**src/rtl/bcd_demux.sv**
```systemverilog
// Receive side of a time-multiplexed BCD display bus.
// Each digit slot must be held stable (select and data) for HOLD_MIN clocks
// before it is accepted; accepted slots are checked for select and BCD
// validity and for scan order, and a complete in-order scan (digit 0 first)
// is published as one packed BCD word.
//
// Ports:
//   clk_i          clock, rising edge
//   i_rst          asynchronous active-low reset
//   i_bcd_muxed    current digit value
//   i_bcd_sel      one-hot digit select, bit k = digit index k
//   o_bcd_data     last complete frame, digit 0 in the most significant nibble
//   o_frame_valid  one-cycle pulse when o_bcd_data is updated
//   o_sel_err      one-cycle pulse on an accepted multi-hot select
//   o_seq_err      one-cycle pulse on an out-of-order digit index
//   o_bcd_err      one-cycle pulse on an accepted nibble above 9
module bcd_demux #(
  parameter int unsigned DIS_NUM  = 4,
  parameter int unsigned HOLD_MIN = 4
) (
  input  logic                   clk_i,
  input  logic                   i_rst,
  input  logic [3:0]             i_bcd_muxed,
  input  logic [DIS_NUM-1:0]     i_bcd_sel,
  output logic [DIS_NUM*4-1:0]   o_bcd_data,
  output logic                   o_frame_valid,
  output logic                   o_sel_err,
  output logic                   o_seq_err,
  output logic                   o_bcd_err
);

  localparam int unsigned CntW = $clog2(HOLD_MIN + 1);
  localparam int unsigned IdxW = (DIS_NUM > 1) ? $clog2(DIS_NUM) : 1;
  localparam logic [CntW-1:0] HoldMax = CntW'(HOLD_MIN);
  localparam logic [IdxW-1:0] LastIdx = IdxW'(DIS_NUM - 1);

  typedef enum logic [0:0] {StHunt, StAssemble} state_e;

  state_e                 state_q, state_d;
  logic [DIS_NUM-1:0]     sel_q;
  logic [3:0]             dat_q;
  logic [CntW-1:0]        cnt_q, cnt_d;
  logic                   acc_q, acc_d;
  logic [IdxW-1:0]        exp_q, exp_d;
  logic [DIS_NUM*4-1:0]   frame_q, frame_d;
  logic [DIS_NUM*4-1:0]   data_q, data_d;
  logic                   fv_q, fv_d;
  logic                   sel_err_q, sel_err_d;
  logic                   seq_err_q, seq_err_d;
  logic                   bcd_err_q, bcd_err_d;

  logic                   accept;
  logic                   blank;
  logic                   multi;
  logic [IdxW-1:0]        idx;
  logic [DIS_NUM*4-1:0]   frame_ins;    // partial frame with this nibble inserted
  logic [DIS_NUM*4-1:0]   frame_first;  // fresh frame holding only digit 0

  // Stability filter: a slot is accepted once, on the edge its hold count hits HOLD_MIN.
  always_comb begin
    blank  = (i_bcd_sel == '0);
    accept = 1'b0;
    if ((i_bcd_sel == sel_q) && (i_bcd_muxed == dat_q)) begin
      cnt_d = (cnt_q == HoldMax) ? cnt_q : cnt_q + CntW'(1);
      acc_d = acc_q;
    end else begin
      cnt_d = CntW'(1);
      acc_d = 1'b0;
    end
    if ((cnt_d == HoldMax) && !acc_d) begin
      acc_d  = 1'b1;
      accept = !blank;
    end
  end

  // Slot decode: multi-hot detect, digit index and nibble placement.
  always_comb begin
    multi       = !blank && ((i_bcd_sel & (i_bcd_sel - DIS_NUM'(1))) != '0);
    idx         = '0;
    frame_ins   = frame_q;
    frame_first = '0;
    frame_first[DIS_NUM*4-1 -: 4] = i_bcd_muxed;
    for (int k = 0; k < DIS_NUM; k++) begin
      if (i_bcd_sel[k]) begin
        idx = IdxW'(k);
        frame_ins[4*(DIS_NUM-1-k) +: 4] = i_bcd_muxed;
      end
    end
  end

  // Frame assembly; errors take priority over completion.
  always_comb begin
    state_d   = state_q;
    exp_d     = exp_q;
    frame_d   = frame_q;
    data_d    = data_q;
    fv_d      = 1'b0;
    sel_err_d = 1'b0;
    seq_err_d = 1'b0;
    bcd_err_d = 1'b0;
    if (accept) begin
      if (multi) begin
        sel_err_d = 1'b1;
        frame_d   = '0;
        exp_d     = '0;
        state_d   = StHunt;
      end else if (i_bcd_muxed > 4'd9) begin
        bcd_err_d = 1'b1;
        frame_d   = '0;
        exp_d     = '0;
        state_d   = StHunt;
      end else if (state_q == StHunt) begin
        if (idx == '0) begin
          state_d = StAssemble;
          if (DIS_NUM == 1) begin
            data_d  = frame_first;
            fv_d    = 1'b1;
            frame_d = '0;
            exp_d   = '0;
          end else begin
            frame_d = frame_first;
            exp_d   = IdxW'(1);
          end
        end
      end else if (idx == exp_q) begin
        if (idx == LastIdx) begin
          data_d  = frame_ins;
          fv_d    = 1'b1;
          frame_d = '0;
          exp_d   = '0;
        end else begin
          frame_d = frame_ins;
          exp_d   = exp_q + IdxW'(1);
        end
      end else begin
        seq_err_d = 1'b1;
        if (idx == '0) begin
          frame_d = frame_first;
          exp_d   = IdxW'(1);
        end else begin
          frame_d = '0;
          exp_d   = '0;
          state_d = StHunt;
        end
      end
    end
  end

  always_ff @(posedge clk_i or negedge i_rst) begin
    if (!i_rst) begin
      state_q   <= StHunt;
      sel_q     <= '0;
      dat_q     <= '0;
      cnt_q     <= '0;
      acc_q     <= 1'b0;
      exp_q     <= '0;
      frame_q   <= '0;
      data_q    <= '0;
      fv_q      <= 1'b0;
      sel_err_q <= 1'b0;
      seq_err_q <= 1'b0;
      bcd_err_q <= 1'b0;
    end else begin
      state_q   <= state_d;
      sel_q     <= i_bcd_sel;
      dat_q     <= i_bcd_muxed;
      cnt_q     <= cnt_d;
      acc_q     <= acc_d;
      exp_q     <= exp_d;
      frame_q   <= frame_d;
      data_q    <= data_d;
      fv_q      <= fv_d;
      sel_err_q <= sel_err_d;
      seq_err_q <= seq_err_d;
      bcd_err_q <= bcd_err_d;
    end
  end

  assign o_bcd_data    = data_q;
  assign o_frame_valid = fv_q;
  assign o_sel_err     = sel_err_q;
  assign o_seq_err     = seq_err_q;
  assign o_bcd_err     = bcd_err_q;

endmodule

```
**config.mk**
```make
export PLATFORM = sky130hd
export DESIGN_NAME = bcd_demux
export DESIGN_NICKNAME = d
export VERILOG_FILES = /design/src/rtl/bcd_demux.sv
export SDC_FILE = /design/constraint.sdc
export NUM_CORES = 1
export LEC_CHECK = 0
export CELL_PAD_IN_SITES_DETAIL_PLACEMENT = 1
export CELL_PAD_IN_SITES_GLOBAL_PLACEMENT = 1
export CORE_ASPECT_RATIO = 2
export CORE_MARGIN = 2
export CORE_UTILIZATION = 55
export CTS_BUF_LIST = sky130_fd_sc_hd__clkbuf_8
export DETAILED_ROUTE_END_ITERATION = 7
export DONT_BUFFER_PORTS = 1
export GPL_TIMING_DRIVEN = 0
export PLACE_DENSITY_LB_ADDON = 0.1
export SLEW_MARGIN = 5
export SYNTH_ARGS = -nofsm -noshare
export SYNTH_HDL_FRONTEND = slang
export SYNTH_SLANG_ARGS = --single-unit
```
**constraint.sdc**
```tcl
create_clock -name clk_i -period 4 [get_ports clk_i]
set_input_delay 0.4 -clock clk_i [delete_from_list [all_inputs] [get_ports clk_i]]
set_output_delay 0.4 -clock clk_i [all_outputs]
set_load 0.1 [all_outputs]
```
==> reports/results.ini <==
[layout]
syn2layout_area_growth_pct=8.20
multiInputGateArea_sq_um=987
design_area_sq_um=2440
n_antenna_cell=0
final_common_cell=dfrtp_1
area.sequential_sq_um=1180
nNetsFinal=204
instances_no_fill=244
layout_common_cells=dfrtp_1, mux2_2, xnor2_1, mux2_4
drive_above_1_share=0.240
nFillCells=421

[placement]
place_area_sq_um=2320
io_buffers=0
placedCellCount=235
routabilityCongestion=0.908
place.detailed.hpwl_um=3400

[min_path]
hold_path.class=primary input to flop
whs_endpoint=sel_q[0]
hold_path_startpoint=i_bcd_sel[0]
worstHoldPathCells=0

[floorplanning]
rows=33
initial_core_util=0.564
die_x_um=49.3
io-pin-count=30
core_area_sq_um=4010
chipHeight_um=94.6
die-area_sq_um=4660

[power_and_ir_drop]
power_frac_clock=0.337
irDropWorstVdd_uv=259
p_int_uw=621
pwr-share-seq=0.591
switching_share=0.237
p_leak_nw=1.21
combPwrFrac=0.072
p_per_area_nw_per_um2=333
total_power_uw=814
p_switching_uw=193

[grt]
track_usage=0.227
antenna_found_initial=0
grt_pass1_wl_um=7950
grt_overflow=0
grt_pass1_vias=1625
grt_max_degree=48

[sta]
fin_skew_ns=0.0151
finalHoldViolations=0
rsz0062_at_grt=no
worst_pin_slew_ns=0.926
drv_slew=0
min_period_over_period=0.651
setup_violations=0
fmax_mhz=384
tns_ns=0
slew_headroom=0.382
period_needed_ns=2.60

[routing]
dr.pass1.iters=4
wl_um=4760
drc=0
ant_nets=0
vias=1482
wl_per_cell_um=19.5
via_per_inst=6.07
drtIter0Drc=33

[critical_path]
end_kind=flop
cp-start-kind=flop
critPathMaxFanout=9
cp.required_ns=4.20
crit_type=flop to flop
critical_path_buf_inv_count=2
slowest_delay_ns=0.44
r2r_start=cnt_q[0]
crit_chain=inv_1, ha_1, or3b_1, a311oi_2, and4bb_1, buf_2, o21ai_1, a22o_1
r2r_end=frame_q[8]
path_delay_family=compound AO/OA/AOI/OAI gates
reg2regPathDepth=8
slowest_stage=dfrtp_1
arrival_ns=2.80
path_depth=8
reg2reg_slack_ns=1.40

[synth]
synth_cell_types=42
synthCells=183
synth_edf_count=0
synth_area_leaders=dfrtp_1, mux2_2, mux2_4, xnor2_1, a22o_1
synth_ff_type=dfrtp_1
ys_ff_latch=47
synth_area_sq_um=2260
synth_top_cell_area_share=0.521
syn-num-nets=195
ys_seq_area_frac=0.521
avgSynthCellArea_sq_um=12.3
async_flop_share=1.00
yosysTopAreaCell=dfrtp_1
ys_warn_count=0

[clock_network]
h-tree-depth=2
insertion_delay_ns=0.30
path_clk_slew_ns=0.09
cts_tree=yes
cts_inserted_buffers=5
cts_sinks=47
cts-root-buf=clkbuf_8
postCtsSetupBuffers=0
clock_path_buffers=2

[status]
outcome=finished clean

[job]
max_cap_violations=0

==> per-layer routing <==
metal,part of all wire,track usage
met1,0.40,0.271
met2,0.53,0.395
met3,0.039,0.0396
met4,0.026,0.0976
met5,0,0
==> layout make-up <==
type	instances	area share
plain buffers	13	0.0307
clock buffers	5	0.0282
clock inverters	2	0.00564
inverters	5	0.00768
multi-input cells	118	0.404
flip-flops and latches	47	0.482
well taps	52	0.0266
repair buffers	2	0.0154
==> what timing repair did <==
action                                 CTS  global route
resized for setup                        0             0
setup endpoints to repair                0             0
endpoints found under the hold margin   47             0
hold buffers                             2             0
==> per-stage QoR <==
step	setup WS [ns]	utilization	hold WS (ns)
2_1_floorplan	1.65	-	0.104
3_3_place_gp	1.47	0.580	0.106
3_5_place_dp	1.43	0.580	0.106
4_1_cts	1.42	0.610	0.126
5_1_grt	1.19	0.610	0.118
6_report	1.40	0.610	0.131
==> state kept, by name, summed over array words and instances (netlist names) <==
| register | cells |
|---|---|
| acc_q | 1 |
| cnt_q | 3 |
| dat_q | 4 |
| exp_q | 2 |
| frame_q | 12 |
| o_bcd_data | 16 |
| o_bcd_err | 1 |
| o_frame_valid | 1 |
| o_sel_err | 1 |
| o_seq_err | 1 |
| sel_q | 4 |
| state_q | 1 |
==> worst max-delay path by stage <==
stage,slack [ns],to,from
after floorplan,1.65,o_bcd_data[10],cnt_q[0]
after global placement,1.47,frame_q[10],cnt_q[0]
after detailed placement,1.43,frame_q[9],cnt_q[0]
after CTS,1.42,frame_q[8],cnt_q[0]
after global routing,1.19,frame_q[10],cnt_q[0]
final,1.40,frame_q[8],cnt_q[0]
==> synthesized netlist by cell type (all sizes together) (2+ instances only) <==
| cell type | count |
|---|---|
| or3b | 2 |
| nand2b | 2 |
| a21boi | 5 |
| a21o | 7 |
| nor2 | 8 |
| o21a | 2 |
| a22o | 8 |
| nand3 | 2 |
| clkbuf | 8 |
| nand2 | 5 |
| buf | 5 |
| inv | 5 |
| xnor2 | 10 |
| dfrtp | 47 |
| o21ai | 7 |
| mux2 | 28 |
| nor3 | 5 |
| ha | 2 |
| a21oi | 6 |
| nand4 | 2 |
| and3 | 3 |
==> kinds of logic (layout without fill, tap and decap cells) <==
logic type               after synthesis  after routing  share of synthesized area
AO/OA/AOI/OAI                         42             42                      0.138
XOR/XNOR                              10             10                     0.0388
adder cells (fa/ha/maj)                2              2                     0.0111
buffers and inverters                 18             27                     0.0416
flip-flops                            47             47                      0.521
multiplexers                          28             28                      0.156
AND/OR/NAND/NOR                       36             36                     0.0931
==> power groups by stage <==
stage / logic [mW] / registers [mW] / clock network [mW]
after detailed placement: 0.0456 / 0.491 / 0
after CTS: 0.0596 / 0.481 / 0.278
after global placement: 0.0444 / 0.490 / 0
final: 0.0587 / 0.481 / 0.274
after global routing: 0.0659 / 0.482 / 0.295
after floorplan: 0.0355 / 0.490 / 0
Note: power is estimated with default switching activity, not from simulation.
